### src/rtl/switch_input_controller_if.sv
// switch_input_controller_if: valid/ready word stream from the switch FIFO to the core
interface switch_input_controller_if #(
  parameter int DATA_W = 16
);
  logic              in_valid;
  logic [DATA_W-1:0] in_data;
  logic              in_ready;
  modport master (output in_valid, output in_data, input in_ready);
  modport slave (input in_valid, input in_data, output in_ready);
endinterface

### src/rtl/switch_input_controller.sv
// switch_input_controller: debounced check-in button capturing switch words into a FWFT FIFO
module switch_input_controller #(
  parameter int DATA_W          = 16,
  parameter int FIFO_DEPTH      = 4,
  parameter int DEBOUNCE_CYCLES = 50000
) (
  input  logic                             Clock,
  input  logic                             Reset,
  input  logic                             Button,
  input  logic [DATA_W-1:0]                Switches,
  input  logic                             clr_overflow,
  output logic                             press_pulse,
  output logic [$clog2(FIFO_DEPTH+1)-1:0]  fifo_count,
  output logic                             overflow,
  switch_input_controller_if.master        bus
);
  localparam int CW = $clog2(FIFO_DEPTH + 1);
  localparam int PW = $clog2(FIFO_DEPTH);
  localparam int NW = $clog2(DEBOUNCE_CYCLES);
  localparam logic [NW-1:0] LAST = NW'(DEBOUNCE_CYCLES - 1);
  localparam logic [CW-1:0] FULL = CW'(FIFO_DEPTH);
  typedef enum logic [2:0] {IDLE, PRESS_CNT, PRESSED, HELD, REL_CNT} state_t;
  state_t            state, state_nx;
  logic [NW-1:0]     cnt, cnt_nx;
  logic              sync1, sync2, btn;
  logic [DATA_W-1:0] mem [FIFO_DEPTH];
  logic [PW-1:0]     wr_ptr, rd_ptr;
  logic              full, pop, wr_en, drop;
  // two-flop synchroniser; reset value means released
  always_ff @(posedge Clock)
    if (Reset) {sync1, sync2} <= 2'b11;
    else {sync1, sync2} <= {Button, sync1};
  assign btn = ~sync2;
  // debounce state and stability counter
  always_ff @(posedge Clock)
    if (Reset) begin
      state <= IDLE;
      cnt   <= '0;
    end else begin
      state <= state_nx;
      cnt   <= cnt_nx;
    end
  // debounce transitions; counter stays zero unless counting within the same state
  always_comb begin
    state_nx = state;
    cnt_nx   = '0;
    case (state)
      IDLE:      state_nx = btn ? PRESS_CNT : IDLE;
      PRESS_CNT: if (!btn) state_nx = IDLE;
                 else if (cnt == LAST) state_nx = PRESSED;
                 else cnt_nx = cnt + 1'b1;
      PRESSED:   state_nx = HELD;
      HELD:      state_nx = btn ? HELD : REL_CNT;
      REL_CNT:   if (btn) state_nx = HELD;
                 else if (cnt == LAST) state_nx = IDLE;
                 else cnt_nx = cnt + 1'b1;
      default:   state_nx = IDLE;
    endcase
  end
  // one-cycle strobe per accepted press
  always_comb press_pulse = (state == PRESSED);
  assign full  = (fifo_count == FULL);
  assign pop   = bus.in_valid && bus.in_ready;
  assign wr_en = press_pulse && (!full || pop);
  assign drop  = press_pulse && full && !pop;
  assign bus.in_valid = (fifo_count != '0);
  assign bus.in_data  = bus.in_valid ? mem[rd_ptr] : '0;
  // storage is not reset; empty FIFO masks its contents
  always_ff @(posedge Clock)
    if (wr_en) mem[wr_ptr] <= Switches;
  // pointers wrap naturally since depth is a power of two; a drop outranks a clear
  always_ff @(posedge Clock)
    if (Reset) begin
      wr_ptr     <= '0;
      rd_ptr     <= '0;
      fifo_count <= '0;
      overflow   <= 1'b0;
    end else begin
      if (wr_en) wr_ptr <= wr_ptr + 1'b1;
      if (pop) rd_ptr <= rd_ptr + 1'b1;
      fifo_count <= fifo_count + CW'(wr_en) - CW'(pop);
      overflow   <= drop | (overflow & ~clr_overflow);
    end
endmodule

### src/flat_wrapper.sv
// flat-port wrapper written by rule: the top's interface ports become plain ports
module switch_input_controller_flat 
#(
  parameter int DATA_W          = 16,
  parameter int FIFO_DEPTH      = 4,
  parameter int DEBOUNCE_CYCLES = 50000
)
  (Clock, Reset, Button, Switches, clr_overflow, press_pulse, fifo_count, overflow, bus_in_valid, bus_in_data, bus_in_ready);
  switch_input_controller_if #(.DATA_W(DATA_W)) bus_i ();
  input  logic Clock;
  input  logic Reset;
  input  logic Button;
  input  logic [DATA_W-1:0] Switches;
  input  logic clr_overflow;
  output logic press_pulse;
  output logic [$clog2(FIFO_DEPTH+1)-1:0] fifo_count;
  output logic overflow;
  output wire logic [$bits(bus_i.in_valid)-1:0] bus_in_valid;
  output wire logic [$bits(bus_i.in_data)-1:0] bus_in_data;
  input wire logic [$bits(bus_i.in_ready)-1:0] bus_in_ready;
  assign bus_in_valid = bus_i.in_valid;
  assign bus_in_data = bus_i.in_data;
  assign bus_i.in_ready = bus_in_ready;
  switch_input_controller #(.DATA_W(DATA_W), .FIFO_DEPTH(FIFO_DEPTH), .DEBOUNCE_CYCLES(DEBOUNCE_CYCLES)) u_core (.Clock(Clock), .Reset(Reset), .Button(Button), .Switches(Switches), .clr_overflow(clr_overflow), .press_pulse(press_pulse), .fifo_count(fifo_count), .overflow(overflow), .bus(bus_i));
endmodule
### config.mk
export PLATFORM = sky130hd
export DESIGN_NAME = switch_input_controller_flat
export DESIGN_NICKNAME = d
export VERILOG_FILES = /design/src/rtl/switch_input_controller_if.sv /design/src/rtl/switch_input_controller.sv /design/src/flat_wrapper.sv
export SDC_FILE = /design/constraint.sdc
export NUM_CORES = 1
export LEC_CHECK = 0
export CAP_MARGIN = 20
export CORE_ASPECT_RATIO = 0.5
export CORE_MARGIN = 5
export CORE_UTILIZATION = 35
export DETAILED_ROUTE_END_ITERATION = 7
export GPL_TIMING_DRIVEN = 0
export PLACE_DENSITY = 0.63
export SLEW_MARGIN = 20
export SYNTH_ARGS = -nofsm -noshare
export SYNTH_HDL_FRONTEND = slang
export SYNTH_SLANG_ARGS = --single-unit
### constraint.sdc
create_clock -name Clock -period 3.1 [get_ports Clock]
set_input_delay 0.93 -clock Clock [delete_from_list [all_inputs] [get_ports Clock]]
set_output_delay 0.93 -clock Clock [all_outputs]
set_load 0.01 [all_outputs]
-- Word level (Yosys, flattened, before mapping)
Memories as Yosys holds them, arrays and structs flattened. A register that Yosys moved wholly into a read port is not among the register bits.
Index checks and enable logic that the tools add are counted.
- RAM bits: 64
- word-level logic and storage cells: 51
- memories kept: 1
- input bits: 21
- output and inout port bits: 22
- register bits: 29
- add/subtract/negate cells: 5
- reduce and logical (&&, ||, !) cells: 10
- mux-type cells: 16
- equality and inequality tests: 8
- bitwise logic cells: 3
- memories (name ; words ; bits a word ; read ports ; clocked after memory_dff ; write ports ; line ; source):
    u_core.mem ; 4 ; 16 ; 1 ; 1 ; 1 ; switch_input_controller.sv:26 ; logic [DATA_W-1:0] mem [FIFO_DEPTH];
- operators by type and width (kind ; number):
    $mux W16 ; 4
    $pmux W16 S2 ; 1
    $add A16 B1 Y16 const B ; 1
    $eq A16 B16 Y1 const B ; 1
    $mux W3 ; 5
    $pmux W3 S5 ; 1
    $eq A3 B2 Y1 const B ; 2
    $eq A3 B3 Y1 const B ; 2
    $add A2 B1 Y2 const B ; 2
    $logic_and A1 B1 Y1 ; 4
    $mux W2 ; 2
    $add A3 B1 Y3 ; 1
    $eq A3 B1 Y1 const B ; 1
    $logic_not A3 Y1 ; 1
    $mux W1 ; 3
    $ne A3 B1 Y1 const B ; 1
    $ne A3 B3 Y1 const B ; 1
    $reduce_bool A3 Y1 ; 1
    $sub A3 B1 Y3 ; 1
    $logic_not A1 Y1 ; 2
    $reduce_and A2 Y1 ; 1
    $and A1 B1 Y1 ; 1
    $logic_or A1 B1 Y1 ; 1
    $not A1 Y1 ; 1
    $or A1 B1 Y1 ; 1

-- Longest topological paths before layout
- depth after elaboration: 6
- gate-level depth with buffers: 10
- mapped depth without buffers: 9

-- Least setup slack after synthesis
OpenSTA, ideal clock, no wires.
- path kind: input -> register
- from: input bus_in_ready
- to: register u_core.fifo_count[2]
- path buffers: 0
- stages on the path: 7
- arrival time: 2.361 ns
- setup slack: 0.612 ns
- setup time: 0.128 ns
- cells stage by stage: nor4b_1 nor3_2 ha_1 fa_1 xnor2_1 xnor2_1 nor2_1
- word-level cells in the longest chain between the ends: 5
- ends and longest elaborated chain (item ; line ; source):
    from (decl) ; flat_wrapper.sv:20 ; input wire logic [$bits(bus_i.in_ready)-1:0] bus_in_ready;
    $logic_and A1 B1 Y1 ; switch_input_controller.sv:63 ; assign pop = bus.in_valid && bus.in_ready;
    $logic_or A1 B1 Y1 ; switch_input_controller.sv:64 ; assign wr_en = press_pulse && (!full || pop);
    $logic_and A1 B1 Y1 ; switch_input_controller.sv:64 ;
    via u_core.wr_en ; switch_input_controller.sv:28 ; logic full, pop, wr_en, drop;
    $add A3 B1 Y3 ; switch_input_controller.sv:81 ; fifo_count <= fifo_count + CW'(wr_en) - CW'(pop);
    $sub A3 B1 Y3 ; switch_input_controller.sv:81 ;
    to (signal assigned) ; switch_input_controller.sv:81 ;
    to (decl) ; switch_input_controller.sv:13 ; output logic [$clog2(FIFO_DEPTH+1)-1:0] fifo_count,
The timed path passes the listed nets, and every way through them passes these cells.
A chain may end at the register's enable or synchronous reset.

==> impl_results.md <==
- Die H: 84.1 um
- Post-Place Cells: 447
- Global-route usage over all layers: 0.117
- Die width: 158 um
- Crit end category: primary output
- Slew HR: 0.425
- PwrDens: 739 nW/um^2
- Post-synth EDFFs: 64
- Worst hold slack: 0.427 ns
- Final period util: 0.971
- Hold buffer count at CTS: 0
- Worst-Skew Late Latency: 0.34 ns
- R2r setup slk: 0.71 ns
- Ant diodes: 0
- DRC: 0
- WL final: 7.20 mm
- Syn Area/Cell: 14.8 um^2
- Port Buffers: 42
- CTS Buf Count: 9
- Gr ovfl total: 0
- Iteration-0 DRC Markers: 83
- Number of max-cap violations: 0
- Root Driver: clkbuf_16
- Final Hold Fails: 0
- Finished Layout Cells: 463
- Max rail drop VDD: 280 uV
- Syn nets: 289
- CP Cell Sequence: buf_6 -> buf_12 -> mux4_2 -> and2_1 -> clkdlybuf4s50_1
- Vias per inst: 4.76
- Worst-Margin Slew: 0.862 ns
- Cell count after synthesis: 260
- Core Rows: 27
- F_max: 332 MHz
- Die ar.: 13300 um^2
- Global-route wire length before repair: 12.0 mm
- Io pins: 43
- Routed vias: 2205
- Asr flop ratio synth: 0
- Main flop type after synthesis: edfxtp_1
- CTS tree: done
- RSZ-0062 raised after global routing: no
- DR pass1 iterations: 4
- H-tree Lvls: 3
- Total power: 3550 uW
- Largest net degree at the start of global routing: 17
- Startpoint types: flop
- Synth Register Bits: 95
- Bufs on Longest Clock Path: 2
- Final Max Slew Viols: 0
- Placer congestion estimate: 0.792
- Reg clk slew, reported paths: 0.06 ns
- Crit Path Class: flop to primary output
- Synth warn: 0
- Register area share after synthesis: 0.662
- WP data required: 2.17 ns
- Worst Skew: 0.00821 ns
- CP max stage cell: mux4_2
- Initial antenna violation count: 0
- Hold Crit Class: flop to flop
- Clock Sinks: 95
- Vias in the first global route: 2345
- Post-route antenna net violation count: 0
- Post-DP HPWL: 4.77 mm
- Yosys cell types: 38
- DR WL/cell: 15.6 um
- Status: finished, final reports clean
- Buffer and inverter count on the worst path: 3
- Area of the core: 10800 um^2
- Final setup TNS: 0 ns
- Delay of the slowest critical-path stage: 0.48 ns
- LEAKAGE: 0.00160 uW
- Layout overhead on the synthesized area: 25.0%
- Worst EP arrival: 2.08 ns
- Nets: 343
- CP top delay family: buffers and inverters
- Final setup fails: 0
- CP Max Fanout: 10
- Initial Util: 0.354
- Layout cells sized above 1: 0.151
- Tmin final: 3.01 ns
- Cell area after synthesis: 3840 um^2
final cells by class:
class | instances | area (um^2)
Multi-Input combinational cell | 145 | 1230
Fill cell | 959 | 6040
Inverter | 9 | 33.8
Buffer | 9 | 63.8
Sequential cell | 95 | 2540
Timing Repair Buffer | 45 | 453
Clock buffer | 9 | 225
Clock inverter | 6 | 70.1
Tap cell | 145 | 181
registers in the layout, indices dropped and copies added (netlist names), named ones only:
| register | count |
|---|---|
| u_core.cnt | 16 |
| u_core.fifo_count | 3 |
| u_core.mem | 64 |
| u_core.overflow | 1 |
| u_core.rd_ptr | 2 |
| u_core.state | 3 |
| u_core.sync1 | 1 |
| u_core.sync2 | 1 |
| u_core.wr_ptr | 2 |
cell usage in the layout, fill, tap and decap left out, types with 2 or more instances in the layout:
cell type         n
edfxtp_1         64
clkdlybuf4s50_1  38
dfxtp_1          30
nor2_1           23
and2_1           21
mux4_2           16
xnor2_1          11
inv_1             9
a21oi_1           9
clkbuf_16         9
nand3_1           7
ha_1              7
xor2_1            5
nand4_1           5
clkbuf_1          4
nor2b_1           4
dlymetal6s2s_1    4
nand2_1           3
o21ai_0           3
or3_1             3
clkinv_4          3
buf_4             3
nor4bb_1          2
or4_1             2
nor4_1            2
or2_2             2
nor3b_1           2
nor3_1            2
synthesized netlist by cell type, types with 2 or more instances:
cell type / number / area share
mux4_2: 16 / 0.094
or3_1: 4 / 0.0065
nor3_1: 2 / 0.0026
buf_2: 3 / 0.0039
edfxtp_1: 64 / 0.50
a21oi_1: 9 / 0.012
nand2_1: 3 / 0.0029
o21ai_0: 3 / 0.0039
xnor2_1: 11 / 0.025
nand4_1: 5 / 0.0081
nand3_1: 7 / 0.0091
nor2b_1: 4 / 0.0065
ha_1: 7 / 0.023
nor4b_1: 2 / 0.0046
nor4_1: 2 / 0.0033
or4_1: 2 / 0.0039
dfxtp_1: 31 / 0.16
clkbuf_1: 8 / 0.0078
nor3b_1: 2 / 0.0039
and2_1: 21 / 0.034
nor4bb_1: 2 / 0.0052
or2_2: 2 / 0.0033
nor2_1: 23 / 0.022
xor2_1: 5 / 0.011
inv_1: 9 / 0.0088
logic make-up (layout without fill, tap and decap cells):
group,after synthesis,in the layout,share of synthesized area
DFF,95,95,0.662
muxes,17,17,0.0964
buffers and inverters,20,78,0.0205
xor gates and xnor gates,16,16,0.0365
AOI/OAI and AO/OA,15,15,0.0215
and+or+nand+nor,89,89,0.135
adders and majority gates,8,8,0.0280
worst reg2reg max path, stage by stage, from the launching register on:
cell,delay [ns]
dfxtp_1,0.35
or3_4,0.46
and2_1,0.21
ha_1,0.27
inv_1,0.04
ha_1,0.18
fa_1,0.38
xnor2_1,0.19
xnor2_1,0.14
nor2_1,0.06
what timing repair did:
action                     CTS  global route
setup buffers                3             0
setup endpoints to repair   11             5
gates resized for setup     11             5
through the flow:
| step | util | setup slack (ns) | instance area (um^2) |
|---|---|---|---|
| finish | 0.443 | 0.0908 | 4800 |
| CTS | 0.441 | 0.0445 | 4790 |
| global placement | 0.410 | -0.230 | 4440 |
| global route | 0.443 | 0.000412 | 4800 |
| floorplan | - | 0.612 | 3840 |
| detailed placement | 0.410 | -0.310 | 4440 |
power breakdown:
part | switching (uW) | total, uW | internal (uW)
registers | 38.9 | 1430 | 1390
logic | 426 | 1030 | 608
clock network | 461 | 1090 | 626
routing by layer:
metal  wire [um]  part of all wire  GRT usage
met1        3140              0.44      0.140
met2        3740              0.52      0.200
met3         241             0.033     0.0414
met4          78             0.011     0.0333
met5           0                 0          0
worst paths after layout:
kind / startpoint / to / cells past startpoint
hold reg to reg: u_core.sync1$_SDFF_PP1_ / u_core.sync2$_SDFF_PP1_ / 1
hold / removal: u_core.sync1$_SDFF_PP1_ / u_core.sync2$_SDFF_PP1_ / 1
setup / recovery: flop / bus_in_data[14] / 5
setup reg to reg: u_core.fifo_count[2]$_SDFF_PP0_ / u_core.fifo_count[2]$_SDFF_PP0_ / 9
Note: power is estimated with default switching activity, not from simulation.
